$ cat src/rtl/ws2812b_receiver_if.sv
// Serial line in, decoded pixel/frame strobes and colour bytes out.
// The receiver drives through master; the consumer (or bench) attaches to slave.
interface ws2812b_receiver_if #(
  parameter int AW = 2
);
  logic          DI;
  logic [AW-1:0] address;
  logic [7:0]    green_out;
  logic [7:0]    red_out;
  logic [7:0]    blue_out;
  logic          pixel_valid;
  logic          frame_done;
  logic          error;

  modport master (
    input  DI,
    output address, green_out, red_out, blue_out, pixel_valid, frame_done, error
  );

  modport slave (
    output DI,
    input  address, green_out, red_out, blue_out, pixel_valid, frame_done, error
  );
endinterface

$ cat src/rtl/ws2812b_receiver.sv
// WS2812B chain decoder: bit decided 3 cycles after DI falls, pixel strobe one cycle after the 24th bit.
// No backpressure: pixel_valid/frame_done are single-cycle strobes the consumer must take when they fire.
module ws2812b_receiver #(
  parameter int NUM_LEDS     = 4,
  parameter int SYSTEM_CLOCK = 50_000_000
) (
  input logic                clk,
  input logic                reset,
  ws2812b_receiver_if.master bus
);

  localparam int CYCLE_COUNT   = SYSTEM_CLOCK / 800000;
  localparam int BIT_THRESHOLD = CYCLE_COUNT / 2;
  localparam int GLITCH_COUNT  = CYCLE_COUNT / 8;
  localparam int HIGH_TIMEOUT  = 2 * CYCLE_COUNT;
  localparam int LATCH_COUNT   = 40 * CYCLE_COUNT;

  localparam int LW = $clog2(LATCH_COUNT + 1);
  localparam int HW = $clog2(HIGH_TIMEOUT + 1);
  localparam int AW = (NUM_LEDS > 1) ? $clog2(NUM_LEDS) : 1;
  // LED index needs one extra code to represent "chain full"
  localparam int IW = $clog2(NUM_LEDS + 1);

  localparam logic [LW-1:0] LATCH_L   = LW'(LATCH_COUNT);
  localparam logic [HW-1:0] TIMEOUT_H = HW'(HIGH_TIMEOUT);
  localparam logic [HW-1:0] THRESH_H  = HW'(BIT_THRESHOLD);
  localparam logic [HW-1:0] GLITCH_H  = HW'(GLITCH_COUNT);
  localparam logic [IW-1:0] NUM_I     = IW'(NUM_LEDS);

  typedef enum logic [1:0] {LOCKOUT, ARMED, HIGH, LOW} state_t;

  state_t        state_q, state_d;
  logic          sync_q, di_s_q, di_prev_q;
  logic [LW-1:0] low_cnt_q, low_cnt_d, low_inc;
  logic [HW-1:0] high_cnt_q, high_cnt_d, high_inc;
  logic [23:0]   shift_q, shift_d;
  logic [4:0]    bit_cnt_q, bit_cnt_d;
  logic [IW-1:0] led_idx_q, led_idx_d;
  logic          pend_q, pend_d;
  logic [AW-1:0] addr_q, addr_d;
  logic [7:0]    green_q, green_d, red_q, red_d, blue_q, blue_d;
  logic          pixel_valid_q, pixel_valid_d;
  logic          frame_done_q, frame_done_d;
  logic          error_q, error_d;
  logic          rise, fall, bit_val;

  assign rise     = di_s_q & ~di_prev_q;
  assign fall     = ~di_s_q & di_prev_q;
  assign low_inc  = (low_cnt_q == LATCH_L) ? LATCH_L : low_cnt_q + 1'b1;
  assign high_inc = (high_cnt_q == TIMEOUT_H) ? TIMEOUT_H : high_cnt_q + 1'b1;

  always_comb begin
    state_d       = state_q;
    low_cnt_d     = low_cnt_q;
    high_cnt_d    = high_cnt_q;
    shift_d       = shift_q;
    bit_cnt_d     = bit_cnt_q;
    led_idx_d     = led_idx_q;
    pend_d        = 1'b0;
    addr_d        = addr_q;
    green_d       = green_q;
    red_d         = red_q;
    blue_d        = blue_q;
    pixel_valid_d = 1'b0;
    frame_done_d  = 1'b0;
    error_d       = error_q;
    bit_val       = 1'b0;

    // Completed pixel from the previous cycle: publish it or drop it if the chain is full
    if (pend_q) begin
      if (led_idx_q < NUM_I) begin
        addr_d        = led_idx_q[AW-1:0];
        green_d       = shift_q[23:16];
        red_d         = shift_q[15:8];
        blue_d        = shift_q[7:0];
        pixel_valid_d = 1'b1;
        led_idx_d     = led_idx_q + 1'b1;
      end else begin
        error_d = 1'b1;
      end
    end

    case (state_q)
      LOCKOUT: begin
        if (di_s_q) begin
          low_cnt_d = '0;
        end else if (low_inc == LATCH_L) begin
          state_d   = ARMED;
          low_cnt_d = '0;
          led_idx_d = '0;
          bit_cnt_d = '0;
          addr_d    = '0;
        end else begin
          low_cnt_d = low_inc;
        end
      end
      ARMED: begin
        if (rise) begin
          high_cnt_d = '0;
          state_d    = HIGH;
        end
      end
      HIGH: begin
        if (fall) begin
          low_cnt_d = '0;
          state_d   = LOW;
          if (high_cnt_q < GLITCH_H) begin
            error_d = 1'b1;
          end else begin
            bit_val = (high_cnt_q >= THRESH_H);
            shift_d = {shift_q[22:0], bit_val};
            if (bit_cnt_q == 5'd23) begin
              bit_cnt_d = '0;
              pend_d    = 1'b1;
            end else begin
              bit_cnt_d = bit_cnt_q + 1'b1;
            end
          end
        end else begin
          high_cnt_d = high_inc;
          if (high_inc == TIMEOUT_H) begin
            error_d   = 1'b1;
            low_cnt_d = '0;
            state_d   = LOCKOUT;
          end
        end
      end
      LOW: begin
        if (rise) begin
          high_cnt_d = '0;
          state_d    = HIGH;
        end else if (low_inc == LATCH_L) begin
          // Latch: a partially received pixel is thrown away and flagged
          frame_done_d = 1'b1;
          state_d      = ARMED;
          low_cnt_d    = '0;
          led_idx_d    = '0;
          addr_d       = '0;
          bit_cnt_d    = '0;
          shift_d      = '0;
          if (bit_cnt_q != 5'd0) error_d = 1'b1;
        end else begin
          low_cnt_d = low_inc;
        end
      end
      default: state_d = LOCKOUT;
    endcase
  end

  always_ff @(posedge clk or posedge reset) begin
    if (reset) begin
      state_q       <= LOCKOUT;
      sync_q        <= 1'b0;
      di_s_q        <= 1'b0;
      di_prev_q     <= 1'b0;
      low_cnt_q     <= '0;
      high_cnt_q    <= '0;
      shift_q       <= '0;
      bit_cnt_q     <= '0;
      led_idx_q     <= '0;
      pend_q        <= 1'b0;
      addr_q        <= '0;
      green_q       <= '0;
      red_q         <= '0;
      blue_q        <= '0;
      pixel_valid_q <= 1'b0;
      frame_done_q  <= 1'b0;
      error_q       <= 1'b0;
    end else begin
      state_q       <= state_d;
      sync_q        <= bus.DI;
      di_s_q        <= sync_q;
      di_prev_q     <= di_s_q;
      low_cnt_q     <= low_cnt_d;
      high_cnt_q    <= high_cnt_d;
      shift_q       <= shift_d;
      bit_cnt_q     <= bit_cnt_d;
      led_idx_q     <= led_idx_d;
      pend_q        <= pend_d;
      addr_q        <= addr_d;
      green_q       <= green_d;
      red_q         <= red_d;
      blue_q        <= blue_d;
      pixel_valid_q <= pixel_valid_d;
      frame_done_q  <= frame_done_d;
      error_q       <= error_d;
    end
  end

  assign bus.address     = addr_q;
  assign bus.green_out   = green_q;
  assign bus.red_out     = red_q;
  assign bus.blue_out    = blue_q;
  assign bus.pixel_valid = pixel_valid_q;
  assign bus.frame_done  = frame_done_q;
  assign bus.error       = error_q;

endmodule

$ cat src/flat_wrapper.sv
// flat-port wrapper written by rule: the top's interface ports become plain ports
module ws2812b_receiver_flat 
#(
  parameter int NUM_LEDS     = 4,
  parameter int SYSTEM_CLOCK = 50_000_000
)
  (clk, reset, bus_DI, bus_address, bus_green_out, bus_red_out, bus_blue_out, bus_pixel_valid, bus_frame_done, bus_error);
  ws2812b_receiver_if #(.AW(2)) bus_i ();
  input logic clk;
  input logic reset;
  input wire logic [$bits(bus_i.DI)-1:0] bus_DI;
  output wire logic [$bits(bus_i.address)-1:0] bus_address;
  output wire logic [$bits(bus_i.green_out)-1:0] bus_green_out;
  output wire logic [$bits(bus_i.red_out)-1:0] bus_red_out;
  output wire logic [$bits(bus_i.blue_out)-1:0] bus_blue_out;
  output wire logic [$bits(bus_i.pixel_valid)-1:0] bus_pixel_valid;
  output wire logic [$bits(bus_i.frame_done)-1:0] bus_frame_done;
  output wire logic [$bits(bus_i.error)-1:0] bus_error;
  assign bus_i.DI = bus_DI;
  assign bus_address = bus_i.address;
  assign bus_green_out = bus_i.green_out;
  assign bus_red_out = bus_i.red_out;
  assign bus_blue_out = bus_i.blue_out;
  assign bus_pixel_valid = bus_i.pixel_valid;
  assign bus_frame_done = bus_i.frame_done;
  assign bus_error = bus_i.error;
  ws2812b_receiver #(.NUM_LEDS(NUM_LEDS), .SYSTEM_CLOCK(SYSTEM_CLOCK)) u_core (.clk(clk), .reset(reset), .bus(bus_i));
endmodule
$ cat config.mk
export PLATFORM = sky130hd
export DESIGN_NAME = ws2812b_receiver_flat
export DESIGN_NICKNAME = d
export VERILOG_FILES = /design/src/rtl/ws2812b_receiver_if.sv /design/src/rtl/ws2812b_receiver.sv /design/src/flat_wrapper.sv
export SDC_FILE = /design/constraint.sdc
export NUM_CORES = 1
export LEC_CHECK = 0
export ABC_AREA = 1
export CAP_MARGIN = 15
export CELL_PAD_IN_SITES_DETAIL_PLACEMENT = 0
export CELL_PAD_IN_SITES_GLOBAL_PLACEMENT = 2
export CORE_UTILIZATION = 25
export CTS_CLUSTER_SIZE = 28
export DETAILED_ROUTE_END_ITERATION = 16
export GPL_TIMING_DRIVEN = 1
export PLACE_DENSITY = 0.65
export SYNTH_ARGS = -nofsm -noshare
export SYNTH_HDL_FRONTEND = slang
export SYNTH_SLANG_ARGS = --single-unit
$ cat constraint.sdc
create_clock -name clk -period 3.1 [get_ports clk]
set_input_delay 0.62 -clock clk [delete_from_list [all_inputs] [get_ports clk]]
set_output_delay 0.62 -clock clk [all_outputs]
set_load 0.1 [all_outputs]
# Word-level counts from Yosys, hierarchy flattened
# Index checks and enable logic that the tools add are counted.
[totals]
register_bits = 86
latchBits = 0
mem_bits_rw = 0
rom_bits = 0
inputBits = 3
word_cells = 117
memories = 0
[classes]
addsub = 4
multipliers = 0
n_div = 0
n_lt_le_gt_ge = 3
eq_ne = 17
shifts = 0
mux = 60
bitwise = 4
reduce_logical = 12
[op_table]
columns = ["operator", "n"]
rows = [
  ["2-to-1 mux 24 bit", 4],
  ["2-to-1 mux 12 bit", 6],
  ["one-hot mux 24 bit (2 select lines)", 1],
  ["one-hot mux 12 bit (3 select lines)", 1],
  ["2-to-1 mux 5 bit", 6],
  ["equality test 12 bit, second input constant", 2],
  ["2-to-1 mux 2 bit", 11],
  ["2-to-1 mux 7 bit", 3],
  ["2-to-1 mux 1 bit", 17],
  ["2-to-1 mux 3 bit", 5],
  ["one-hot mux 5 bit (3 select lines)", 1],
  ["equality test 7 bit, second input constant", 2],
  ["one-hot mux 7 bit (2 select lines)", 1],
  ["adder 12 x 1 -> 12 bit, second input constant", 1],
  ["AND reduction 5 bit", 2],
  ["AND reduction 3 bit", 3],
  ["!= test 2 x 1 -> 1 bit, second input constant", 4],
  ["!= test 2 bit, second input constant", 4],
  ["one-hot mux 2 bit (4 select lines)", 1],
  ["adder 7 x 1 -> 7 bit, second input constant", 1],
  ["greater-or-equal comparator 7 x 5 -> 1 bit, second input constant", 1],
  ["less-than comparator 7 x 3 -> 1 bit, second input constant", 1],
  ["one-hot mux 3 bit (2 select lines)", 1],
  ["adder 5 x 1 -> 5 bit, second input constant", 1],
  ["other kinds (16)", 20],
]

# Depth between registers and ports, before layout
# Gate-level depths: netlist of the first run.
[depth]
depth_word = 7
depth_mapped = 15
ltp_nobuf = 13

# Worst setup path before layout of the first run
# No wires, ideal clock.
[synth_timing]
kind = "register -> register"
from = "register u_core.low_cnt_q[0]"
to = "register u_core.shift_q[0]"
t_arrival_ps = 1807
t_required_ps = 2977
setup_slack_ps = 1170
path_stages_with_launch = 15
cell_sequence = "dfrtp_1 > ha_1 > nand3_2 > nor2_4 > nand3_1 > nand2_1 > nand2_1 > nor2_1 > nand3_2 > nand2_2 > nand3_2 > buf_6 > buf_6 > nand2_1 > o21ai_1"
[synth_between]
elab_chain_cells = 5
[synth_lines]
columns = ["item", "line_no", "rtl"]
rows = [
  ["start, declared", "ws2812b_receiver.sv:34", "logic [LW-1:0] low_cnt_q, low_cnt_d, low_inc;"],
  ["start signal, assigned", "ws2812b_receiver.sv:174", "low_cnt_q <= low_cnt_d;"],
  ["adder 12 x 1 -> 12 bit or equality test 12 bit (tied branches)", "ws2812b_receiver.sv:49", "assign low_inc = (low_cnt_q == LATCH_L) ? LATCH_L : low_cnt_q + 1'b1;"],
  ["2-to-1 mux 12 bit (*)", "ws2812b_receiver.sv:49", ""],
  ["equality test 12 bit (*)", "ws2812b_receiver.sv:132", "end else if (low_inc == LATCH_L) begin"],
  ["!= test 2 x 1 -> 1 bit (no source line) (*)", "n/a", ""],
  ["AND reduction 5 bit (no source line) (*)", "n/a", ""],
  ["end signal, assigned", "ws2812b_receiver.sv:176", "shift_q <= shift_d;"],
  ["end, declared", "ws2812b_receiver.sv:36", "logic [23:0] shift_q, shift_d;"],
]
# Mark *: on every way between the ends. The rest lies on a longest branch, timed or not.
# A chain may end at the register's enable or synchronous reset.

# Worst setup path after layout of the first run
[layout_timing]
from = "register u_core.low_cnt_q[1]"
to = "register u_core.shift_q[20]"
# The elaborated chain is that of the path after synthesis.

==> flow_metrics.tcl, run 1 <==
set metrics [dict create \
    worstMarginPinSlew_ps 712 \
    reg2reg_depth 11 \
    yosysUniqueCellTypes 31 \
    cts_hold_buf 0 \
    cts_buffers 9 \
    clock_sinks 86 \
    core-area_um2 16700 \
    yosys.area.top_type_share_pct 49.9 \
    synth.most_common_cell "nand2_1" \
    synth_edf_count 0 \
    reg2reg_from "u_core.low_cnt_q[1]$_DFFE_PP0P_" \
    setup_ws_ps 796 \
    grt-ovfl-total 0 \
    min_period_over_period_pct 74.3 \
    area_growth_pct 18.3 \
    maxSlewViolCount 0 \
    worstHoldStart "u_core.sync_q$_DFF_PP0_" \
    insertion_delay_ps 350 \
    synth_area_leaders "dfrtp_1 (50%), nand2_1 (21%), inv_1 (4.2%)" \
    hpwlAfterDp_um 7150 \
    track_usage_pct 12.5 \
    route.detailed.drc 0 \
    finalHoldViolCount 0 \
    start_util_pct 25.8 \
    fin_area_um2 5110 \
    yosysWarnings 0 \
    crit_required_ps 3320 \
    first_pass_iters 4 \
    cts_resized 0 \
    max_cap_viol_count 0 \
    timing.fmax_ghz 0.434 \
    ir_drop_uv 273 \
    synth_top_cells_by_count "nand2_1 (237), dfrtp_1 (86), inv_1 (48)" \
    placed_area_um2 4810 \
    layout_min_cycle_time_ps 2300 \
    routed_wl_um 10300 \
    place_ws_ps 787 \
    antenna_found_initial 0 \
    relSlewSlack_pct 52.4 \
    setup_tns_ps 0 \
    synthArstFlopShare_pct 100 \
    status "finished, final reports clean" \
    netlist_area_um2 4320 \
    power_leakage_nw 2.51 \
    avgSynthCellArea_um2 7.69 \
    r2r_setup_slack_ps 800 \
    viasPerCell 4.31 \
    place.gp.congestion 0.790 \
    clock_path_buffers 2 \
    fillers 1832 \
    drt_iter0_drc 122 \
    power_density_nw_per_um2 451 \
    synth_seq_area_share_pct 49.9 \
    min_path_cells 0 \
    cts_root_buffer "clkbuf_16" \
    drive_gt1_share_pct 12.0 \
    cp-end-kind "register" \
    power_mw 2.30 \
    pin_count 32 \
    setup.worst_path.start_class "register" \
    ant_nets 0 \
    post-cts-setup-buffers 0 \
    ys_ff_latch 86 \
    fp.dieW_um 133 \
    cts_tree "yes" \
    grt_pass1_vias 3443 \
    post_synth_inst_count 561 \
    whs_ps 350 \
    r2r_end "u_core.shift_q[20]$_DFFE_PP0P_" \
    synth_flop_cell "dfrtp_1" \
    min_path_type "register to register" \
    criticalPathCategory "register to register" \
    diodes 0 \
    clock_skew_ps 8.51 \
    dieArea_um2 17800 \
    grt_max_degree 49 \
    clk_pin_slew_ps 70 \
    io_buffers 31 \
    yosysTopAreaCell "dfrtp_1" \
    rsz0062_at_grt "false" \
    final-setup-viol-count 0 \
    fin_nets 609 \
    grt_pass1_wl_um 17600 \
    wl_per_cell_um 12.6 \
    h-tree-depth 3 \
    critPathMaxFanout 48 \
    dieHeight_um 133 \
    synth.net_count 575 \
    min_to "u_core.di_s_q$_DFF_PP0_" \
    rows 47 \
    crit_arrival_ps 2530 \
    dr_total_vias 3529 \
]
==> state kept, by name, indices dropped and copies added (netlist names) <==
| name | flops |
|---|---|
| u_core.bit_cnt_q | 5 |
| u_core.bus.address | 2 |
| u_core.bus.blue_out | 8 |
| u_core.bus.error | 1 |
| u_core.bus.frame_done | 1 |
| u_core.bus.green_out | 8 |
| u_core.bus.pixel_valid | 1 |
| u_core.bus.red_out | 8 |
| u_core.di_prev_q | 1 |
| u_core.di_s_q | 1 |
| u_core.high_cnt_q | 7 |
| u_core.led_idx_q | 3 |
| u_core.low_cnt_q | 12 |
| u_core.pend_q | 1 |
| u_core.shift_q | 24 |
| u_core.state_q | 2 |
| u_core.sync_q | 1 |
==> metrics by stage <==
stage,utilization [%],cells
floorplan,-,561
global route,30.6,819
CTS,30.6,819
detailed placement,28.8,804
finish,30.6,819
global placement,28.8,804
==> how the worst max path moves through the flow <==
stage / startpoint / to / slack (ps)
final: u_core.low_cnt_q[1]$_DFFE_PP0P_ / u_core.shift_q[20]$_DFFE_PP0P_ / 800
after global routing: u_core.low_cnt_q[1]$_DFFE_PP0P_ / u_core.shift_q[2]$_DFFE_PP0P_ / 520
after CTS: u_core.low_cnt_q[1]$_DFFE_PP0P_ / u_core.shift_q[20]$_DFFE_PP0P_ / 770
after detailed placement: u_core.low_cnt_q[1]$_DFFE_PP0P_ / u_core.shift_q[20]$_DFFE_PP0P_ / 790
after global placement: u_core.low_cnt_q[1]$_DFFE_PP0P_ / u_core.shift_q[23]$_DFFE_PP0P_ / 780
after floorplan: reset / u_core.bit_cnt_q[0]$_DFFE_PP0P_ / 260
==> cell type report <==
cell class | instances | area [um^2] | share of cell area, %
clock buffer | 9 | 225 | 4.41
clock inverter | 6 | 70.1 | 1.37
inverter | 52 | 196 | 3.85
multi-input combinational | 408 | 1890 | 36.9
sequential | 86 | 2150 | 42.1
tap | 220 | 275 | 5.39
timing repair buffer | 38 | 303 | 5.93
==> cells by family after synthesis <==
group / share of synthesized area, %
simple gates: 31.8
buf+inv: 6.52
xor+xnor: 0.812
compound gates: 7.86
fa+ha+maj: 3.19
flops: 49.9
==> power by group <==
group | switching, mW | internal, mW | leakage [nW]
logic | 0.0449 | 0.0175 | 1.18
clock network | 0.480 | 0.626 | 0.135
registers | 0.00627 | 1.13 | 1.19
total | 0.531 | 1.77 | 2.51
==> worst max-delay path: stages, from the launching register on <==
cell,delay (ps)
dfrtp_1,410
ha_1,270
nand3_2,150
xnor2_1,320
nand2_1,110
nor2_1,140
nand3_2,150
nand2_2,100
nand3_2,50
buf_4,270
nand2_1,130
o21ai_2,60
==> metal layers <==
metal | vias to the layer above | GRT usage (%) | share of wire (%) | wire (um)
met2 | 49 | 19.8 | 45 | 4630
met5 | - | 0 | 0 | 0
li1 | 1827 | - | - | -
met1 | 1644 | 16.7 | 51 | 5220
met3 | 9 | 3.42 | 3.0 | 312
met4 | 0 | 3.60 | 1.2 | 125
==> cell usage in the layout (no fill, tap or decap), types with 4 or more instances in the layout <==
| cell type | n |
|---|---|
| inv_1 | 47 |
| ha_1 | 11 |
| o21ai_0 | 18 |
| buf_4 | 35 |
| dfrtp_1 | 86 |
| nand3_1 | 31 |
| o21ai_1 | 22 |
| clkbuf_16 | 9 |
| nand4_1 | 5 |
| nand2_2 | 4 |
| nand2_1 | 237 |
| o21ai_2 | 4 |
| nand3b_1 | 6 |
| a21oi_1 | 7 |
| nor2_1 | 37 |
| nor2_2 | 4 |
(Power assumes the default switching activity.)
==> run 2, diff against run 1 <==
==> constraint.sdc (replaced) <==
create_clock -name clk -period 2.27 [get_ports clk]
set_input_delay 0.454 -clock clk [delete_from_list [all_inputs] [get_ports clk]]
set_output_delay 0.454 -clock clk [all_outputs]
set_load 0.1 [all_outputs]
==> run 2 against run 1 <==
Hold slack worse by 7.9 ps. Largest cell class unchanged. Critical path depth increased by 3. Sequential share of layout area is 1.6 points lower. Clock power rose by 28%. Final cell count grew 1.5%. Non-clock buffer count grew 11.
==> flow_metrics.tcl, run 2 (synthesized netlist as in run 1, its figures left out) <==
set metrics [dict create \
    clk_pin_slew_ps 70 \
    cpMostUsedCell "nand2_1" \
    power_density_nw_per_um2 579 \
    cts_tree "yes" \
    critPathMaxFanout 24 \
    regArea_um2 2160 \
    timing.fmax_ghz 0.473 \
    fin_util_pct 31.8 \
    io_buffers 31 \
    ir_drop_uv 331 \
    h-tree-depth 3 \
    fin_nets 620 \
    viasPerCell 4.40 \
    antenna_found_initial 0 \
    maxSlewViolCount 0 \
    placed_area_um2 4890 \
    layout_commonest_cell "nand2_1" \
    routed_wl_um 10800 \
    regMostFlops "u_core.shift_q" \
    reg2reg_from "u_core.low_cnt_q[0]$_DFFE_PP0P_" \
    clock_path_buffers 2 \
    cpPeakStageDelay_ps 460 \
    grt_pass1_wl_um 18200 \
    use_met1_pct 15.9 \
    cts_root_buffer "clkbuf_16" \
    largest_reg_flops 24 \
    finalHoldViolCount 0 \
    fillers 1815 \
    cp-end-kind "register" \
    dp.cells 811 \
    first_pass_iters 4 \
    clock_skew_ps 6.30 \
    grt-busiest-layer "met2" \
    ant_nets 0 \
    clock_sinks 86 \
    crit_arrival_ps 2350 \
    crit_required_ps 2510 \
    hpwlAfterDp_um 7450 \
    track_usage_pct 13.1 \
    rows 47 \
    dieHeight_um 133 \
    reg_top3 "u_core.shift_q (24), u_core.low_cnt_q (12)" \
    fin_area_um2 5310 \
    max_cap_viol_count 0 \
    min_path_type "register to register" \
    setup_ws_ps 156 \
    pin_count 32 \
    crit_start "u_core.low_cnt_q[0]$_DFFE_PP0P_" \
    insertion_delay_ps 350 \
    worstHoldStart "u_core.sync_q$_DFF_PP0_" \
    setup.worst_path.start_class "register" \
    relSlewSlack_pct 61.3 \
    finalNonFillerCells 831 \
    drt_iter0_drc 173 \
    drive_gt1_share_pct 16.4 \
    grt-ovfl-total 0 \
    status "finished, final reports clean" \
    dieArea_um2 17800 \
    grt_max_degree 49 \
    path_delay_family "simple AND/OR/NAND/NOR gates" \
    worstMarginPinSlew_ps 580 \
    cts_hold_buf 0 \
    mostFrequentLayoutCells "nand2_1 (233), dfrtp_1 (83), inv_1 (47)" \
    place_ws_ps 40.9 \
    route.detailed.drc 0 \
    min_period_over_period_pct 93.1 \
    crit_buf_inv 2 \
    power_leakage_nw 2.59 \
    wl_per_cell_um 13.0 \
    multi_input_area_um2 1970 \
    diodes 0 \
    place.gp.congestion 0.820 \
    crit_path_top_delay_cell "dfrtp_2" \
    use_met3_pct 3.69 \
    cts_buffers 9 \
    criticalPathCategory "register to register" \
    final-setup-viol-count 0 \
    worstPathCellList "inv_4, ha_1, nand2_1, nor2_1, nand3_2, nand2_2, nand2_1, nor2_2, nand3_2, nand2_2, nand3_4, clkbuf_16, nand2_1, o21ai_1" \
    grt_pass1_vias 3674 \
    dr_total_vias 3658 \
    start_util_pct 25.8 \
    area_growth_pct 23.1 \
    fp.dieW_um 133 \
    layout_min_cycle_time_ps 2110 \
    gr-usage-met2_pct 22.3 \
    core-area_um2 16700 \
]
[run 2: cell types whose count changed in the layout (fill, tap and decap cells not counted), moves of 3 or more]
cell | before | now
buf_4 | 35 | 43
dfrtp_1 | 86 | 83
dfrtp_2 | 0 | 3
nand2_1 | 237 | 233
nand2_2 | 4 | 8
nand3_1 | 31 | 28
[run 2: timing repair]
action | 4_1_cts | 5_1_grt
setup endpoints to repair | 0 | 47
endpoints found under the hold margin | 0 | 0
setup buffers | 0 | 3
gates resized for setup | 0 | 25
[run 2: layout make-up]
class / count / area share, %
clock buffer: 9 / 4.24
tap: 220 / 5.18
inverter: 52 / 3.84
sequential: 86 / 40.6
multi-input combinational: 408 / 37.1
timing repair buffer: 49 / 8.05
clock inverter: 7 / 1.04
[run 2: final timing paths]
path	to	slack (ps)	depth (start not counted)
worst min register to register	u_core.di_s_q$_DFF_PP0_	340	0
max in group asynchronous	u_core.low_cnt_q[1]$_DFFE_PP0P_	1220	3
min in group asynchronous	u_core.shift_q[10]$_DFFE_PP0P_	520	2
worst max-delay path	u_core.shift_q[1]$_DFFE_PP0P_	160	14
worst max register to register	u_core.shift_q[1]$_DFFE_PP0P_	160	14
worst min-delay path	u_core.di_s_q$_DFF_PP0_	340	0
[run 2: stage by stage]
stage | setup TNS [ps] | total power [mW] | hold slack [ps]
4_1_cts | 0 | 3.13 | 346
2_1_floorplan | 0 | 1.63 | 331
3_3_place_gp | 0 | 1.67 | 339
5_1_grt | -46.4 | 3.21 | 353
3_5_place_dp | 0 | 1.67 | 336
6_report | 0 | 3.08 | 342
[run 2: where the power goes]
| group | internal (mW) | leakage [nW] | switching, mW |
|---|---|---|---|
| clock | 0.753 | 0.133 | 0.666 |
| sequential | 1.54 | 1.19 | 0.0107 |
| combinational | 0.0375 | 1.26 | 0.0684 |
[run 2: worst register-to-register path: stages, from the launching register on]
cell	delay, ps
dfrtp_2	460
inv_4	100
ha_1	160
nand2_1	50
nor2_1	120
nand3_2	150
nand2_2	100
nand2_1	60
nor2_2	130
nand3_2	130
nand2_2	120
nand3_4	100
clkbuf_16	210
nand2_1	70
o21ai_1	50
[run 2: per-layer routing]
| metal | routed length, um | part of all wire (%) | vias to the layer above |
|---|---|---|---|
| met5 | 0 | 0 | - |
| met2 | 5240 | 48 | 56 |
| li1 | - | - | 1859 |
| met4 | 156 | 1.4 | 0 |
| met3 | 395 | 3.7 | 12 |
| met1 | 5020 | 46 | 1731 |
